--- src/rtl/fetch_queue_2way.sv ---
// Fetch stage behind the instruction cache: drives the fetch PC and splits each 64-bit line
// into one or two 32-bit instructions. These are queued in a circular buffer for decode.
module fetch_queue_2way #(
  parameter int                XLEN     = 32,
  parameter int                FQ_DEPTH = 8,
  parameter logic [XLEN-1:0]   RESET_PC = '0
) (
  input  logic              clock,
  input  logic              reset,
  input  logic [63:0]       Icache_data_out,
  input  logic              Icache_valid_out,
  output logic [XLEN-1:0]   proc2Icache_addr,
  input  logic              redirect_valid,
  input  logic [XLEN-1:0]   redirect_pc,
  input  logic [1:0]        dispatch_count,
  output logic [31:0]       inst0,
  output logic [31:0]       inst1,
  output logic [XLEN-1:0]   pc0,
  output logic [XLEN-1:0]   pc1,
  output logic              valid0,
  output logic              valid1,
  output logic              fq_full
);

  localparam int PTR_W = $clog2(FQ_DEPTH);
  localparam int CNT_W = $clog2(FQ_DEPTH + 1);
  localparam logic [CNT_W-1:0] DEPTH_C = CNT_W'(FQ_DEPTH);

  logic [XLEN-1:0]  fetch_pc;
  logic [PTR_W-1:0] head;
  logic [PTR_W-1:0] tail;
  logic [CNT_W-1:0] count;

  logic [31:0]      inst_mem [FQ_DEPTH];
  logic [XLEN-1:0]  pc_mem   [FQ_DEPTH];

  logic             pair_fetch;
  logic [CNT_W-1:0] enq_size;
  logic [CNT_W-1:0] free_slots;
  logic             enq;
  logic [CNT_W-1:0] enq_n;
  logic [CNT_W-1:0] req_deq;
  logic [CNT_W-1:0] deq_n;
  logic [PTR_W-1:0] tail_plus1;
  logic [PTR_W-1:0] head_plus1;
  logic [XLEN-1:0]  redirect_target;
  logic [XLEN-1:0]  fetch_pc_next_seq;

  // Write ports: port 0 always targets tail, port 1 (pair fetch only) targets tail+1.
  logic             wr0_en;
  logic [31:0]      wr0_inst;
  logic [XLEN-1:0]  wr0_pc;
  logic             wr1_en;
  logic [31:0]      wr1_inst;
  logic [XLEN-1:0]  wr1_pc;

  assign proc2Icache_addr = fetch_pc;

  // An aligned PC takes both words of the line; a PC at word 1 takes only the upper word.
  assign pair_fetch = ~fetch_pc[2];
  assign enq_size   = pair_fetch ? CNT_W'(2) : CNT_W'(1);
  assign free_slots = DEPTH_C - count;

  // Space check uses the pre-dequeue count; same-cycle dispatch is not credited.
  assign enq   = Icache_valid_out & ~redirect_valid & (free_slots >= enq_size);
  assign enq_n = enq ? enq_size : '0;

  assign req_deq = CNT_W'(dispatch_count);
  assign deq_n   = redirect_valid ? '0 : ((req_deq < count) ? req_deq : count);

  assign tail_plus1 = tail + PTR_W'(1);
  assign head_plus1 = head + PTR_W'(1);

  assign redirect_target   = redirect_pc & ~XLEN'(3);
  assign fetch_pc_next_seq = fetch_pc + (pair_fetch ? XLEN'(8) : XLEN'(4));

  always_comb begin
    wr0_en   = enq & ~reset;
    wr1_en   = enq & ~reset & pair_fetch;
    wr0_inst = pair_fetch ? Icache_data_out[31:0] : Icache_data_out[63:32];
    wr0_pc   = fetch_pc;
    wr1_inst = Icache_data_out[63:32];
    wr1_pc   = fetch_pc + XLEN'(4);
  end

  always_ff @(posedge clock) begin
    if (reset) begin
      fetch_pc <= RESET_PC;
      head     <= '0;
      tail     <= '0;
      count    <= '0;
    end else if (redirect_valid) begin
      fetch_pc <= redirect_target;
      head     <= '0;
      tail     <= '0;
      count    <= '0;
    end else begin
      head  <= head + PTR_W'(deq_n);
      tail  <= tail + PTR_W'(enq_n);
      count <= count + enq_n - deq_n;
      if (enq) begin
        fetch_pc <= fetch_pc_next_seq;
      end
    end
  end

  // Payload storage carries no reset; occupancy is tracked entirely by count.
  always_ff @(posedge clock) begin
    if (wr0_en) begin
      inst_mem[tail] <= wr0_inst;
      pc_mem[tail]   <= wr0_pc;
    end
    if (wr1_en) begin
      inst_mem[tail_plus1] <= wr1_inst;
      pc_mem[tail_plus1]   <= wr1_pc;
    end
  end

  always_comb begin
    valid0  = (count >= CNT_W'(1));
    valid1  = (count >= CNT_W'(2));
    fq_full = (count == DEPTH_C);
    inst0   = valid0 ? inst_mem[head]       : 32'h0;
    pc0     = valid0 ? pc_mem[head]         : '0;
    inst1   = valid1 ? inst_mem[head_plus1] : 32'h0;
    pc1     = valid1 ? pc_mem[head_plus1]   : '0;
  end

endmodule

--- config.mk ---
export PLATFORM = sky130hd
export DESIGN_NAME = fetch_queue_2way
export DESIGN_NICKNAME = d
export VERILOG_FILES = /design/src/rtl/fetch_queue_2way.sv
export SDC_FILE = /design/constraint.sdc
export NUM_CORES = 1
export LEC_CHECK = 0
export CORE_MARGIN = 4
export CORE_UTILIZATION = 40
export CTS_BUF_LIST = sky130_fd_sc_hd__clkbuf_4 sky130_fd_sc_hd__clkbuf_8
export DETAILED_ROUTE_END_ITERATION = 6
export GPL_ROUTABILITY_DRIVEN = 0
export SLEW_MARGIN = 25
export SYNTH_ARGS = -nofsm -noshare
export SYNTH_HDL_FRONTEND = slang
export SYNTH_SLANG_ARGS = --single-unit
--- constraint.sdc ---
create_clock -name clock -period 10.1 [get_ports clock]
set_input_delay 2.02 -clock clock [delete_from_list [all_inputs] [get_ports clock]]
set_output_delay 2.02 -clock clock [all_outputs]
set_load 0.01 [all_outputs]
==> results of run 1 <==
[worst reg2reg max path: cells and delay by family, from the launching register on]
kind                       cells  cell delay, ps
buffers and inverters          5            1180
xor gates and xnor gates       1             190
adders and majority gates      4            1200
AOI/OAI and AO/OA              2            1190
DFF                            1             430
and+or+nand+nor                3             370
[stage by stage]
| stage | total power [uW] | hold slack, ps | util [%] |
|---|---|---|---|
| 2_1_floorplan | 4010 | 499 | - |
| 4_1_cts | 7360 | 529 | 46.8 |
| 3_3_place_gp | 5360 | 527 | 44.3 |
| 5_1_grt | 7630 | 579 | 46.9 |
| 3_5_place_dp | 5390 | 517 | 44.4 |
| 6_report | 7310 | 541 | 46.9 |
[power groups by stage]
stage                     clock [uW]  sequential (uW)  combinational, uW
after global placement             0             2660               2690
after detailed placement           0             2670               2720
after floorplan                    0             2630               1390
after global routing            2110             2640               2880
after CTS                       2010             2630               2730
final                           1970             2630               2710
[cell families (layout without fill, tap and decap cells)]
logic type | Yosys count | count (layout)
compound gates | 432 | 432
xor+xnor | 120 | 120
fa+ha+maj | 24 | 24
buf+inv | 391 | 488
flops | 536 | 536
mux | 345 | 345
other cells | 1 | 10
simple gates | 734 | 734
[worst max-delay path by stage]
stage	startpoint	endpoint	slack (ps)	cells after the start
finish	head[0]	pc1[8]	3510	6
global route	head[0]	pc1[4]	3170	6
CTS	head[0]	pc1[4]	3430	6
detailed placement	head[0]	pc1[4]	4210	6
global placement	head[0]	pc1[4]	4170	6
floorplan	redirect_valid	inst_mem[0][0]	510	5
[flip-flops by register name, indices dropped and copies added, names as in the netlist]
register,flops
pc_mem,240
count,4
head,3
inst_mem,256
proc2Icache_addr,30
tail,3
[final cells by class]
cell class | count | share of cell area (%)
antenna | 4 | 0.0281
tap | 1030 | 3.62
timing repair buffer | 306 | 8.50
sequential | 536 | 44.1
inverter | 22 | 0.232
multi-input combinational | 1661 | 38.5
clock buffer | 123 | 4.20
clock inverter | 37 | 0.835
[cells in the final DEF, fill, tap and decap left out, types with 22 or more instances in the layout]
| master | Yosys | final |
|---|---|---|
| clkdlybuf4s50_1 | 0 | 255 |
| nand2_1 | 222 | 222 |
| inv_1 | 22 | 22 |
| xnor2_1 | 57 | 54 |
| clkbuf_4 | 0 | 31 |
| edfxtp_1 | 496 | 496 |
| o21ai_1 | 29 | 25 |
| xor2_1 | 63 | 61 |
| nor2_1 | 411 | 410 |
| clkbuf_8 | 0 | 92 |
| dfxtp_1 | 40 | 36 |
| a21oi_1 | 326 | 326 |
| buf_4 | 11 | 42 |
| mux2i_1 | 97 | 97 |
| mux4_2 | 248 | 248 |
[per-layer routing]
metal  vias up  share of wire [%]  track usage (%)
li1       9555                  -                -
met3       191                8.1             4.04
met4         4                2.9             8.04
met5         -              0.027                0
met1     11200                 39             29.8
met2      1049                 50             39.8
==> run metrics, run 1 <==
status completed; final instance area 35,600 um2; H-tree levels 3; initial antenna violation count 6; Largest delay share family, worst path buffers and inverters; P_sw 2540 uW; R2R Setup Slk 5400 ps; Synth Cell Area 30,800 um2; crit path buf inv count 2; CTS Hold Bufs 0; Top Ports 265; Hold Vio Cnt, Final 0; worst reg2reg startpoint proc2Icache_addr[2]; ratio of cells with drive above 1 in the final layout 17.8%; Final period util 65.2%; pre-CTS WS 4210 ps; FP Rows 101; area of the multi-input gates 13,700 um2; ys async rst share 0%; CP max FO 76; RR Endpoint count[2]; YS warnings 0; CTS tree yes; WS Path Type flop to output port; post-route DRC violation count 0; Die Ht 285 um; CP arrival 4570 ps; Internal 4770 uW; ys flop type edfxtp_1; Clock power frac 26.9%; RSZ-0062 raised after global routing false; Post-Synth Adder-Cell Area 1.07%; Max Clock Skew 43.7 ps; worst-margin pin slew 1070 ps; TritonCTS sink count 536; first-pass GRT wire length 142,000 um; fin cells 3,719; Synth area leaders edfxtp_1 (48%), mux4_2 (18%), a21oi_1 (5.3%); area after detailed placement 33,800 um2; hold path start count[2]; final worst setup slack 3510 ps; Hold EP head[2]; Post-CTS Resized 0; Post-synth top cells edfxtp_1 (496), nor2_1 (411), a21oi_1 (326); Post-Synth Simple-Gate Area 9.92%; top-area cell type share of the netlist area 48.4%; HP Class flop to flop; # port buffers 256; Detailed Routing Iterations Pass 1 6; Die ar. 81,400 um2; root buffer selected by CTS clkbuf_8; worst r2r path cells 15; Critical-path top delay cell dfxtp_4; peak per-stage delay on the critical path 870 ps; clock latency at the later pin of the worst-skew pair 710 ps; leakage 0.0114 uW; PD cells 205 nW/um2; total grt overflow 0; Logic pwr share 37.1%; setup_tns 0 ps; Sw Share 34.8%; Tmin final 6590 ps; Layout Area Growth over Synthesis 15.9%; Slew Limit Fails 0; CTS Buffer Depth 3; Worst slew margin 28.7%; die width 285 um; top cell type by total area after synthesis edfxtp_1; DR vias/cell 5.90; Synth Area per Inst 11.9 um2; Antenna Nets Post-Route 0; multiplexer share of the synthesized area 21.3%; Worst Setup Start Kind flop; largest net degree at the start of global routing 145; total clock buffers created by CTS 91; synth unique cells 62; Reg clk slew, reported paths 60 ps; xor/xnor share of the synthesized area 3.42%; Core Area 76,100 um2; Max Freq 152 MHz; Cells after DPL 3,553; final wirelength 95,900 um; Hold Path Depth 2; sequential fraction of the synthesis area 51.0%; Starting Density 40.4%; Sequential cell area 15,700 um2; count leader, synth edfxtp_1; final setup violating endpoints 0; largest family of logic cells by synthesized area multiplexers; GRT Util Overall 23.2%; Seq cells post-synth 536; Post-Syn Instances 2,583; Reg power frac 35.9%; postcts setup bufs 0; DR vias 22.0k; max cap viols 0; via count of the first global-routing pass 22.5k; nets 2,744; VDD IR max 0.240 mV; initial drt markers 2,250; WL per Instance 25.8 um; Filler cells 6,838; WP data required 8080 ps; critical-path cell list ha_4 > buf_12 > mux4_2 > nand2_1 > a21oi_1 > clkdlybuf4s50_1; crit end category output port; Compound-Gate Fraction of Synth Area 7.99%; Post-synth EDFFs 496; HPWL Detailed 55,600 um
(Power assumes the default switching activity.)
==> run 2: changes to the inputs <==
==> constraint.sdc (replaced) <==
create_clock -name clock -period 6.4 [get_ports clock]
set_input_delay 1.28 -clock clock [delete_from_list [all_inputs] [get_ports clock]]
set_output_delay 1.28 -clock clock [all_outputs]
set_load 0.01 [all_outputs]
==> run metrics, run 2 (synthesis gave the netlist of run 1 again) <==
GRT Util Overall 22.9%; max layer used met4; FP Rows 101; Top Ports 265; first-pass GRT wire length 140,000 um; Tmin final 5450 ps; CTS Hold Bufs 0; Core Area 76,100 um2; worst-margin pin slew 1100 ps; die width 285 um; met3 WL 7020 um; ratio of cells with drive above 1 in the final layout 17.8%; DR vias 22.1k; hold path start count[2]; Slew Limit Fails 0; # port buffers 256; DR vias/cell 5.93; RSZ-0062 raised after global routing false; Starting Density 40.4%; largest net degree at the start of global routing 141; met2 routed WL 48,200 um; worst r2r path cells 15; post-route DRC violation count 0; worst reg2reg startpoint count[0]; leakage 0.0114 uW; postcts setup bufs 0; initial drt markers 2,007; Hold EP head[2]; Max Freq 183 MHz; VDD IR max 0.227 mV; total clock buffers created by CTS 92; Sequential cell area 15,700 um2; CTS Buffer Depth 3; final core utilization 46.9%; Post-CTS Resized 0; Reg clk slew, reported paths 70 ps; pre-CTS WS 1650 ps; commonest non-fill, non-tap cell in the layout edfxtp_1; final instance area 35,700 um2; Die Ht 285 um; Worst Setup Start Kind flop; WS Path Type flop to output port; PD cells 324 nW/um2; Antenna Nets Post-Route 0; HPWL Detailed 55,900 um; max cap viols 0; total grt overflow 0; final wirelength 95,300 um; Hold Vio Cnt, Final 0; WL per Instance 25.6 um; area after detailed placement 33,800 um2; TritonCTS sink count 536; area of the multi-input gates 13,700 um2; max reg flops 256; root buffer selected by CTS clkbuf_8; Final period util 85.2%; clock latency at the later pin of the worst-skew pair 710 ps; final worst setup slack 950 ps; most frequent cells in the layout edfxtp_1 (496), nor2_1 (410), a21oi_1 (326), clkdlybuf4s50_1 (255), mux4_2 (248); wl on met1 36,600 um; crit end category output port; RR Endpoint count[2]; Hold Path Depth 2; Die ar. 81,400 um2; worst hold slack 546 ps; CP arrival 4170 ps; Filler cells 6,838; status completed; Detailed Routing Iterations Pass 1 6; WP data required 5120 ps; Worst slew margin 26.7%; Max Clock Skew 46.5 ps; HP Class flop to flop; CP max FO 58; via count of the first global-routing pass 22.4k; register bank with the most flops inst_mem; initial antenna violation count 3; H-tree levels 3; CTS tree yes; Layout Area Growth over Synthesis 15.9%; nets 2,744; final setup violating endpoints 0; R2R Setup Slk 2140 ps
[run 2: worst max path at each step]
stage                    from              to  slack (ps)
2_1_floorplan  redirect_valid  inst_mem[0][0]       -2450
3_3_place_gp          head[0]          pc1[3]        1710
3_5_place_dp          head[0]          pc1[3]        1650
4_1_cts               head[0]          pc1[3]         840
5_1_grt               head[0]          pc1[3]         620
6_report              head[0]          pc1[3]         950
[run 2: cell type report]
type                            instances  area share (%)
Sequential cell                       536            44.1
Multi-Input combinational cell       1661            38.5
Timing Repair Buffer                  305            8.54
Clock buffer                          129            4.40
Tap cell                             1030            3.61
Clock inverter                         37           0.667
Inverter                               22           0.232
Antenna cell                            3          0.0211
[run 2: metrics by stage]
step	cells	TNS [ps]	power (uW)
floorplan	2588	-607920	6330
global placement	3554	0	8490
detailed placement	3554	0	8530
CTS	3720	0	11600
global route	3722	0	12000
finish	3723	0	11600
[run 2: power by group]
| part | switching (uW) | total [uW] | internal, uW |
|---|---|---|---|
| sequential | 137 | 4140 | 4000 |
| combinational | 2450 | 4310 | 1860 |
| clock | 1450 | 3120 | 1670 |
[run 2: routing by layer]
layer  vias up  global-route usage, %
met5         -                      0
met4         0                   9.27
met3       206                   3.17
met2      1002                   39.7
met1     11300                   29.0
li1       9561                      -
[run 2: critical path, stage by stage, from the launching register on]
cell,delay (ps)
dfxtp_4,380
buf_4,790
buf_4,810
mux4_2,370
nand2_1,60
a21oi_1,400
clkdlybuf4s50_1,620
